--- src/rtl/open_bank_tracker_if.sv ---
// Request-side bus of the open-row tracker: operation classify/commit, refresh,
// replay, and the idle-close request/acknowledge pair towards the command sequencer.
interface open_bank_tracker_if #(
    parameter int unsigned ROW_W  = 14,
    parameter int unsigned BANK_W = 3,
    parameter int unsigned RANK_W = 2
);
    logic [ROW_W-1:0]         row;
    logic [BANK_W-1:0]        bank;
    logic [RANK_W-1:0]        rank;
    logic                     doOp;
    logic                     doRefresh;
    logic [RANK_W-1:0]        refRank;
    logic                     redoValid;
    logic [2:0]               numOps;
    logic                     opValid;
    logic                     closeReq;
    logic [RANK_W-1:0]        closeRank;
    logic [BANK_W-1:0]        closeBank;
    logic                     closeAck;
    logic [RANK_W+BANK_W:0]   openCount;

    modport master (
        output row, bank, rank, doOp, doRefresh, refRank, redoValid, closeAck,
        input  numOps, opValid, closeReq, closeRank, closeBank, openCount
    );

    modport slave (
        input  row, bank, rank, doOp, doRefresh, refRank, redoValid, closeAck,
        output numOps, opValid, closeReq, closeRank, closeBank, openCount
    );
endinterface

--- src/rtl/open_bank_tracker.sv ---
// Per-(rank, bank) open-row table with hit/miss/conflict classification, rank refresh,
// replay re-validation and an idle-close engine that requests precharge of stale banks.
module open_bank_tracker #(
    parameter int unsigned ROW_W    = 14,
    parameter int unsigned BANK_W   = 3,
    parameter int unsigned RANK_W   = 2,
    parameter int unsigned IDLE_CYC = 64,
    parameter int unsigned TMR_W    = 7
) (
    input logic                 CLK,
    input logic                 Reset_n,
    open_bank_tracker_if.slave  bus
);
    localparam int unsigned IW = RANK_W + BANK_W;
    localparam int unsigned E  = 1 << IW;

    typedef enum logic {StScan, StReq} state_e;

    logic [ROW_W-1:0] row_q [E];
    logic [TMR_W-1:0] tmr_q [E];
    logic [TMR_W-1:0] tmr_d [E];
    logic [E-1:0]     valid_q, valid_d;
    logic [E-1:0]     ref_sel, op_sel, ack_sel, redo_sel;
    logic [IW-1:0]    op_idx, last_q, ptr_q, close_idx_q;
    logic [IW:0]      pop;
    state_e           state_q;
    logic             close_req_q, op_valid_q;
    logic [2:0]       num_ops_q, num_ops_d;
    logic             withdraw, ack_eff, ptr_expired;

    assign op_idx = {bus.rank, bus.bank};

    // A request whose entry is refreshed or re-opened is dropped; any ack that cycle is moot.
    assign withdraw = (state_q == StReq) && (ref_sel[close_idx_q] || op_sel[close_idx_q]);
    assign ack_eff  = (state_q == StReq) && bus.closeAck && !withdraw;

    always_comb begin
        ref_sel  = '0;
        op_sel   = '0;
        ack_sel  = '0;
        redo_sel = '0;
        valid_d  = valid_q;
        pop      = '0;
        for (int i = 0; i < int'(E); i++) begin
            ref_sel[i]  = bus.doRefresh && ((i >> BANK_W) == int'(bus.refRank));
            op_sel[i]   = bus.doOp && (op_idx == IW'(i));
            ack_sel[i]  = ack_eff && (close_idx_q == IW'(i));
            redo_sel[i] = bus.redoValid && (last_q == IW'(i));
            tmr_d[i]    = tmr_q[i];
            if (ref_sel[i]) begin
                valid_d[i] = 1'b0;
                tmr_d[i]   = '0;
            end else if (op_sel[i]) begin
                valid_d[i] = 1'b1;
                tmr_d[i]   = '0;
            end else if (ack_sel[i]) begin
                valid_d[i] = 1'b0;
                tmr_d[i]   = '0;
            end else if (redo_sel[i]) begin
                valid_d[i] = 1'b1;
                tmr_d[i]   = '0;
            end else if (valid_q[i] && (tmr_q[i] < TMR_W'(IDLE_CYC))) begin
                tmr_d[i] = tmr_q[i] + TMR_W'(1);
            end
            pop = pop + (IW + 1)'(valid_q[i]);
        end
    end

    always_comb begin
        if (!valid_q[op_idx]) begin
            num_ops_d = 3'b010;
        end else if (row_q[op_idx] == bus.row) begin
            num_ops_d = 3'b001;
        end else begin
            num_ops_d = 3'b100;
        end
    end

    // An entry being refreshed or re-opened this cycle is no longer a close candidate.
    assign ptr_expired = (IDLE_CYC != 0) && valid_q[ptr_q]
                         && (tmr_q[ptr_q] == TMR_W'(IDLE_CYC))
                         && !ref_sel[ptr_q] && !op_sel[ptr_q];

    always_ff @(posedge CLK or negedge Reset_n) begin
        if (!Reset_n) begin
            for (int i = 0; i < int'(E); i++) begin
                row_q[i] <= '0;
                tmr_q[i] <= '0;
            end
            valid_q     <= '0;
            last_q      <= '0;
            ptr_q       <= '0;
            close_idx_q <= '0;
            state_q     <= StScan;
            close_req_q <= 1'b0;
            op_valid_q  <= 1'b0;
            num_ops_q   <= '0;
            bus.openCount <= '0;
        end else begin
            valid_q <= valid_d;
            for (int i = 0; i < int'(E); i++) begin
                tmr_q[i] <= tmr_d[i];
                if (op_sel[i] && !ref_sel[i]) begin
                    row_q[i] <= bus.row;
                end
            end
            op_valid_q <= bus.doOp;
            if (bus.doOp) begin
                num_ops_q <= num_ops_d;
                last_q    <= op_idx;
            end
            bus.openCount <= pop;
            unique case (state_q)
                StScan: begin
                    if (ptr_expired) begin
                        close_idx_q <= ptr_q;
                        close_req_q <= 1'b1;
                        state_q     <= StReq;
                    end else begin
                        ptr_q <= ptr_q + IW'(1);
                    end
                end
                StReq: begin
                    if (withdraw || bus.closeAck) begin
                        close_req_q <= 1'b0;
                        ptr_q       <= close_idx_q + IW'(1);
                        state_q     <= StScan;
                    end
                end
            endcase
        end
    end

    assign bus.numOps    = num_ops_q;
    assign bus.opValid   = op_valid_q;
    assign bus.closeReq  = close_req_q;
    assign bus.closeRank = close_idx_q[IW-1:BANK_W];
    assign bus.closeBank = close_idx_q[BANK_W-1:0];
endmodule

--- src/flat_wrapper.sv ---
// flat-port wrapper written by rule: the top's interface ports become plain ports
module open_bank_tracker_flat 
#(
    parameter int unsigned ROW_W    = 14,
    parameter int unsigned BANK_W   = 3,
    parameter int unsigned RANK_W   = 2,
    parameter int unsigned IDLE_CYC = 64,
    parameter int unsigned TMR_W    = 7
)
  (CLK, Reset_n, bus_row, bus_bank, bus_rank, bus_doOp, bus_doRefresh, bus_refRank, bus_redoValid, bus_closeAck, bus_numOps, bus_opValid, bus_closeReq, bus_closeRank, bus_closeBank, bus_openCount);
  open_bank_tracker_if #(.ROW_W(ROW_W), .BANK_W(BANK_W), .RANK_W(RANK_W)) bus_i ();
  input logic CLK;
  input logic Reset_n;
  input wire logic [$bits(bus_i.row)-1:0] bus_row;
  input wire logic [$bits(bus_i.bank)-1:0] bus_bank;
  input wire logic [$bits(bus_i.rank)-1:0] bus_rank;
  input wire logic [$bits(bus_i.doOp)-1:0] bus_doOp;
  input wire logic [$bits(bus_i.doRefresh)-1:0] bus_doRefresh;
  input wire logic [$bits(bus_i.refRank)-1:0] bus_refRank;
  input wire logic [$bits(bus_i.redoValid)-1:0] bus_redoValid;
  input wire logic [$bits(bus_i.closeAck)-1:0] bus_closeAck;
  output wire logic [$bits(bus_i.numOps)-1:0] bus_numOps;
  output wire logic [$bits(bus_i.opValid)-1:0] bus_opValid;
  output wire logic [$bits(bus_i.closeReq)-1:0] bus_closeReq;
  output wire logic [$bits(bus_i.closeRank)-1:0] bus_closeRank;
  output wire logic [$bits(bus_i.closeBank)-1:0] bus_closeBank;
  output wire logic [$bits(bus_i.openCount)-1:0] bus_openCount;
  assign bus_i.row = bus_row;
  assign bus_i.bank = bus_bank;
  assign bus_i.rank = bus_rank;
  assign bus_i.doOp = bus_doOp;
  assign bus_i.doRefresh = bus_doRefresh;
  assign bus_i.refRank = bus_refRank;
  assign bus_i.redoValid = bus_redoValid;
  assign bus_i.closeAck = bus_closeAck;
  assign bus_numOps = bus_i.numOps;
  assign bus_opValid = bus_i.opValid;
  assign bus_closeReq = bus_i.closeReq;
  assign bus_closeRank = bus_i.closeRank;
  assign bus_closeBank = bus_i.closeBank;
  assign bus_openCount = bus_i.openCount;
  open_bank_tracker #(.ROW_W(ROW_W), .BANK_W(BANK_W), .RANK_W(RANK_W), .IDLE_CYC(IDLE_CYC), .TMR_W(TMR_W)) u_core (.CLK(CLK), .Reset_n(Reset_n), .bus(bus_i));
endmodule
--- config.mk ---
export PLATFORM = sky130hd
export DESIGN_NAME = open_bank_tracker_flat
export DESIGN_NICKNAME = d
export VERILOG_FILES = /design/src/rtl/open_bank_tracker_if.sv /design/src/rtl/open_bank_tracker.sv /design/src/flat_wrapper.sv
export SDC_FILE = /design/constraint.sdc
export NUM_CORES = 1
export LEC_CHECK = 0
export BUFFER_PORTS_ARGS = -buffer_cell sky130_fd_sc_hd__buf_2
export CAP_MARGIN = 20
export CORE_MARGIN = 10
export CORE_UTILIZATION = 40
export DETAILED_ROUTE_END_ITERATION = 8
export PLACE_DENSITY = 0.56
export SETUP_SLACK_MARGIN = 0.1
export SLEW_MARGIN = 25
export SYNTH_ARGS = -nofsm -noshare
export SYNTH_HDL_FRONTEND = slang
export SYNTH_SLANG_ARGS = --single-unit
--- constraint.sdc ---
create_clock -name CLK -period 6.6 [get_ports CLK]
set_clock_uncertainty 0.2 [all_clocks]
set_input_delay 0.33 -clock CLK [delete_from_list [all_inputs] [get_ports CLK]]
set_output_delay 0.33 -clock CLK [all_outputs]
set_load 0.05 [all_outputs]
# After elaboration in Yosys (flattened, before gate mapping)
# Cells that the tools add are included.
[classes]
add_sub_neg = 65
n_lt_le_gt_ge = 37
n_eq_ne = 101
muxes = 317
bitwise_logic = 3
reduce_logical = 250
[ops]
columns = ["op", "n"]
rows = [
  ["7-bit two-way mux", 162],
  ["5-bit equality test (second input constant)", 48],
  ["7-bit by 1-bit adder with 7-bit output (second input constant)", 32],
  ["7-bit less-than comparator (second input constant)", 32],
  ["6-bit by 1-bit adder with 6-bit output", 30],
  ["1-bit logical AND", 170],
  ["5-bit nonzero test", 32],
  ["1-bit two-way mux", 138],
  ["4-bit nonzero test", 32],
  ["5-bit by 4-bit equality test with 1-bit output (second input constant)", 24],
  ["14-bit binary-select mux with 5-bit select", 1],
  ["5-bit by 3-bit equality test with 1-bit output (second input constant)", 12],
  ["7-bit binary-select mux with 5-bit select", 1],
  ["1-bit binary-select mux with 5-bit select", 6],
  ["5-bit by 2-bit equality test with 1-bit output (second input constant)", 6],
  ["14-bit two-way mux", 2],
  ["5-bit by 6-bit less-than comparator with 1-bit output (second input constant)", 3],
  ["5-bit by 1-bit equality test with 1-bit output (second input constant)", 3],
  ["5-bit zero test", 3],
  ["14-bit equality test", 1],
  ["6-bit greater-or-equal comparator (second input constant)", 2],
  ["5-bit NOT with 6-bit output", 2],
  ["5-bit by 1-bit adder with 5-bit output (second input constant)", 2],
  ["5-bit two-way mux", 2],
  ["other kinds (14)", 27],
]
[totals]
register_bits = 731
inputBits = 27
output_inout_bits = 16
word_cells = 877

# Depth between registers and ports, before layout
[depth]
word_depth = 31
mapped_depth = 17
depth_no_buf = 17

# Worst setup path before layout
# No wires, ideal clock.
[synth_timing]
path_kind = "register -> register"
start = "reg u_core.valid_q[1]"
end = "reg u_core.bus.openCount[4]"
setup_ns = 0.080
arrival_ns = 5.134
t_required_ns = 6.320
slack_ns = 1.187
stages_incl_launch_ff = 15
n_path_buf = 0
synth_period_minus_slack_ns = 5.413
path_cell_list = "dfrtp_1 > ha_1 > inv_1 > fa_1 > fa_1 > fa_1 > fa_1 > fa_1 > fa_1 > inv_1 > fa_1 > fa_1 > a21o_1 > a21oi_1 > xnor2_1"
[synth_between]
elab_chain_len = 31
[synth_lines]
columns = ["element", "line_no", "text"]
rows = [
  ["start: declaration", "open_bank_tracker.sv:22", "logic [E-1:0] valid_q, valid_d;"],
  ["start signal: assignment", "open_bank_tracker.sv:100", "valid_q <= valid_d;"],
  ["1-bit by 1-bit adder with 2-bit output", "open_bank_tracker.sv:65", "pop = pop + (IW + 1)'(valid_q[i]);"],
  ["6-bit by 1-bit adder with 6-bit output (30 in series)", "open_bank_tracker.sv:65", ""],
  ["via u_core.pop[4]", "open_bank_tracker.sv:25", "logic [IW:0] pop;"],
  ["end signal: assignment", "open_bank_tracker.sv:112", "bus.openCount <= pop;"],
  ["end: declaration", "open_bank_tracker_if.sv:30", "output numOps, opValid, closeReq, closeRank, closeBank, openCount"],
]
# The timed path passes the listed nets, and every way through them passes these cells.
# A chain may end at the register's enable or synchronous reset.

# Worst setup path after layout
# Same ends and word-level chain as after synthesis.

==> metrics.cfg <==
[setup_path]
worstSetupPathType=reg2reg
cp.required_ns=6.96
cp-start-kind=flip-flop
crit_fanout=5
cp-end-kind=flip-flop
crit_arrival_ns=6.05
r2r_slack_ns=0.91

[drt]
routed_wl_mm=105
vias=25209
drtAntennaViolNets=0
initialDrtViolationCount=2093
dr.pass1.iters=5
remaining_drc_errors=0
avgRoutedWirePerCell_um=24.5
via_per_inst=5.86

[cells_and_area]
seqCellArea_mm2=0.0183
fill_cells=8133
nNetsFinal=3156
syn_to_final_growth_pct=11.5
multi_input_area_mm2=0.0171
drive_gt1_share_pct=25.9

[grt]
grt_start_max_net_pins=183
track_usage_pct=20.3
grt_pass1_vias=26148
overflow=0
grt_pass1_wl_mm=163
antenna_found_initial=3

[placement]
globalplace.congestion=0.915
numPortBuffers=42
dp_hpwl_mm=71.0

[logic_synthesis]
syn_nets=3153
synth_edf_count=0
netlist_instances=3061
syn-cell-area_mm2=0.0364
ys_ff_latch=731
syn_area_per_cell_um2=11.9
ys_warn_count=0
yosysSeqAreaShare_pct=50.3
synth_cell_type_count=88
ys_async_sr_fraction_pct=100
ys.flop_type=dfrtp_1

[pwr]
seq_power_share_pct=40.9
pwr-share-clk_pct=30.8
ir_drop_mv=0.387
p_total_mw=15.0
netSwitchingPower_mw=5.00
p_per_area_mw_per_mm2=370
switching_share_pct=33.3
comb_power_share_pct=28.3
p_leak_nw=18.2
p_int_mw=10.0

[timing]
period_share_pct=86.2
slew_headroom_pct=24.8
slew_viol_final=0
grt_setup_unrepaired=false
max_freq_mhz=176
setup_viol=0
min_period_ns=5.69
tightest_slew_ns=1.13
final_hold_viol_count=0
finalSetupTns_ns=0

[clock_tree]
cts_resized=0
cts_tree=yes
cts-buffers-inserted=81
worstSkewPairLatency_ns=0.64
cts_root_buf=clkbuf_16
cts_htree_levels=3
cts.sinks=731
cts_buffer_depth=3
clkSlewWorstSetupHoldPaths_ns=0.06

[floorplan]
die_h_um=321
rows=110
die_area_mm2=0.103
die_x_um=321
pin_count=43
core-area_mm2=0.0901
initial_core_util_pct=40.3

[outcome]
status=completed

[hold_path]
hp-class=in2reg

[job]
drv_cap=0

## sequential cells by signal, summed over array words and instances, names as in the netlist
register / cells
u_core.close_idx_q: 5
u_core.bus.opValid: 1
u_core.tmr_q: 224
u_core.state_q: 1
u_core.bus.closeReq: 1
u_core.valid_q: 32
u_core.bus.numOps: 3
u_core.row_q: 448
u_core.last_q: 5
u_core.ptr_q: 5
u_core.bus.openCount: 6
## cell usage after synthesis (26+ instances only)
master | count | share of area [%]
nand2_1 | 224 | 2.3
mux4_2 | 86 | 5.3
nand3_1 | 33 | 0.45
a41oi_1 | 29 | 0.70
ha_1 | 41 | 1.4
buf_2 | 27 | 0.37
o22ai_1 | 38 | 0.65
nor2b_1 | 26 | 0.45
nand4_1 | 51 | 0.88
and3_1 | 51 | 0.88
inv_1 | 69 | 0.71
nor2_1 | 313 | 3.2
mux2i_1 | 106 | 2.9
a21oi_1 | 85 | 1.2
or2_2 | 43 | 0.74
xnor2_1 | 68 | 1.6
o21ai_0 | 43 | 0.59
clkbuf_1 | 127 | 1.3
mux2_2 | 442 | 14
dfrtp_1 | 731 | 50
a211oi_1 | 26 | 0.54
xor2_1 | 81 | 2.0
## layout make-up
type / count / area share, %
clock inverter: 18 / 0.713
timing repair buffer: 92 / 1.76
tap: 1176 / 3.63
inverter: 72 / 0.667
sequential: 731 / 45.1
multi-input combinational: 2086 / 42.2
clock buffer: 123 / 5.91
antenna: 1 / 0.00617
## layer usage
metal  global-route usage, %  part of all wire (%)  vias up
met3                    2.95                   4.9      195
met5                       0                 0.016        -
li1                        -                     -    11033
met1                    26.7                    43    13262
met4                    6.89                   3.3        4
met2                    34.0                    49      715
## repair_timing
item                                   CTS  global route
endpoints found under the hold margin   86             0
setup buffers                            0             0
hold buffers                             3             0
## metrics by stage
| stage | hold WS [ns] | setup slack [ns] | cell area (µm²) | util (%) | cells |
|---|---|---|---|---|---|
| after floorplan | -0.166 | 1.19 | 36400 | - | 3061 |
| after global placement | 0.221 | 0.898 | 37700 | 41.9 | 4152 |
| after detailed placement | 0.233 | 0.912 | 37800 | 41.9 | 4152 |
| after CTS | 0.0334 | 0.904 | 40500 | 44.9 | 4296 |
| after global routing | 0.0510 | 0.706 | 40500 | 45.0 | 4298 |
| final | 0.0811 | 0.910 | 40500 | 45.0 | 4299 |
## worst paths after layout
kind / depth (start not counted) / startpoint / end
worst max register to register: 14 / u_core.valid_q[1] / u_core.bus.openCount[4]
worst min register to register: 2 / u_core.bus.closeReq / u_core.bus.closeReq
min in group asynchronous: 2 / Reset_n / u_core.tmr_q[112]
worst min-delay path: 2 / bus_row[0] / u_core.row_q[28]
worst max-delay path: 14 / u_core.valid_q[1] / u_core.bus.openCount[4]
max in group asynchronous: 4 / Reset_n / u_core.row_q[402]
## cells in the final DEF, fill, tap and decap left out, types with 51 or more instances in the layout
cell type,instances
nand4_1,51
dfrtp_1,731
mux2i_1,106
xnor2_1,68
mux2_2,442
inv_1,68
nand2_1,223
clkbuf_16,83
a21oi_1,85
nor2_1,312
and3_1,51
mux4_2,86
xor2_1,81
## logic make-up after synthesis
kind of cell | Yosys count | synth area share (%)
and+or+nand+nor | 868 | 11.4
AOI/OAI and AO/OA | 366 | 7.06
muxes | 638 | 22.1
buffers and inverters | 244 | 2.81
xor gates and xnor gates | 149 | 3.59
adders and majority gates | 65 | 2.73
DFF | 731 | 50.3
## power by group through the flow
stage	logic, mW	clock network (mW)	registers [mW]
after floorplan	3.12	0	6.02
after global placement	4.09	0	6.11
after global routing	4.75	4.90	6.24
after detailed placement	4.26	0	6.18
final	4.25	4.62	6.13
after CTS	4.29	4.72	6.11
## critical path, stage by stage, from the launching register on
cell     delay (ns)
dfrtp_1        0.45
ha_1           0.30
inv_1          0.05
fa_1           0.58
fa_1           0.54
fa_1           0.52
fa_1           0.52
fa_1           0.52
fa_1           0.54
inv_1          0.05
fa_1           0.46
fa_1           0.41
a21o_1         0.19
a21oi_1        0.17
xnor2_1        0.13
Note: power is estimated with default switching activity, not from simulation.
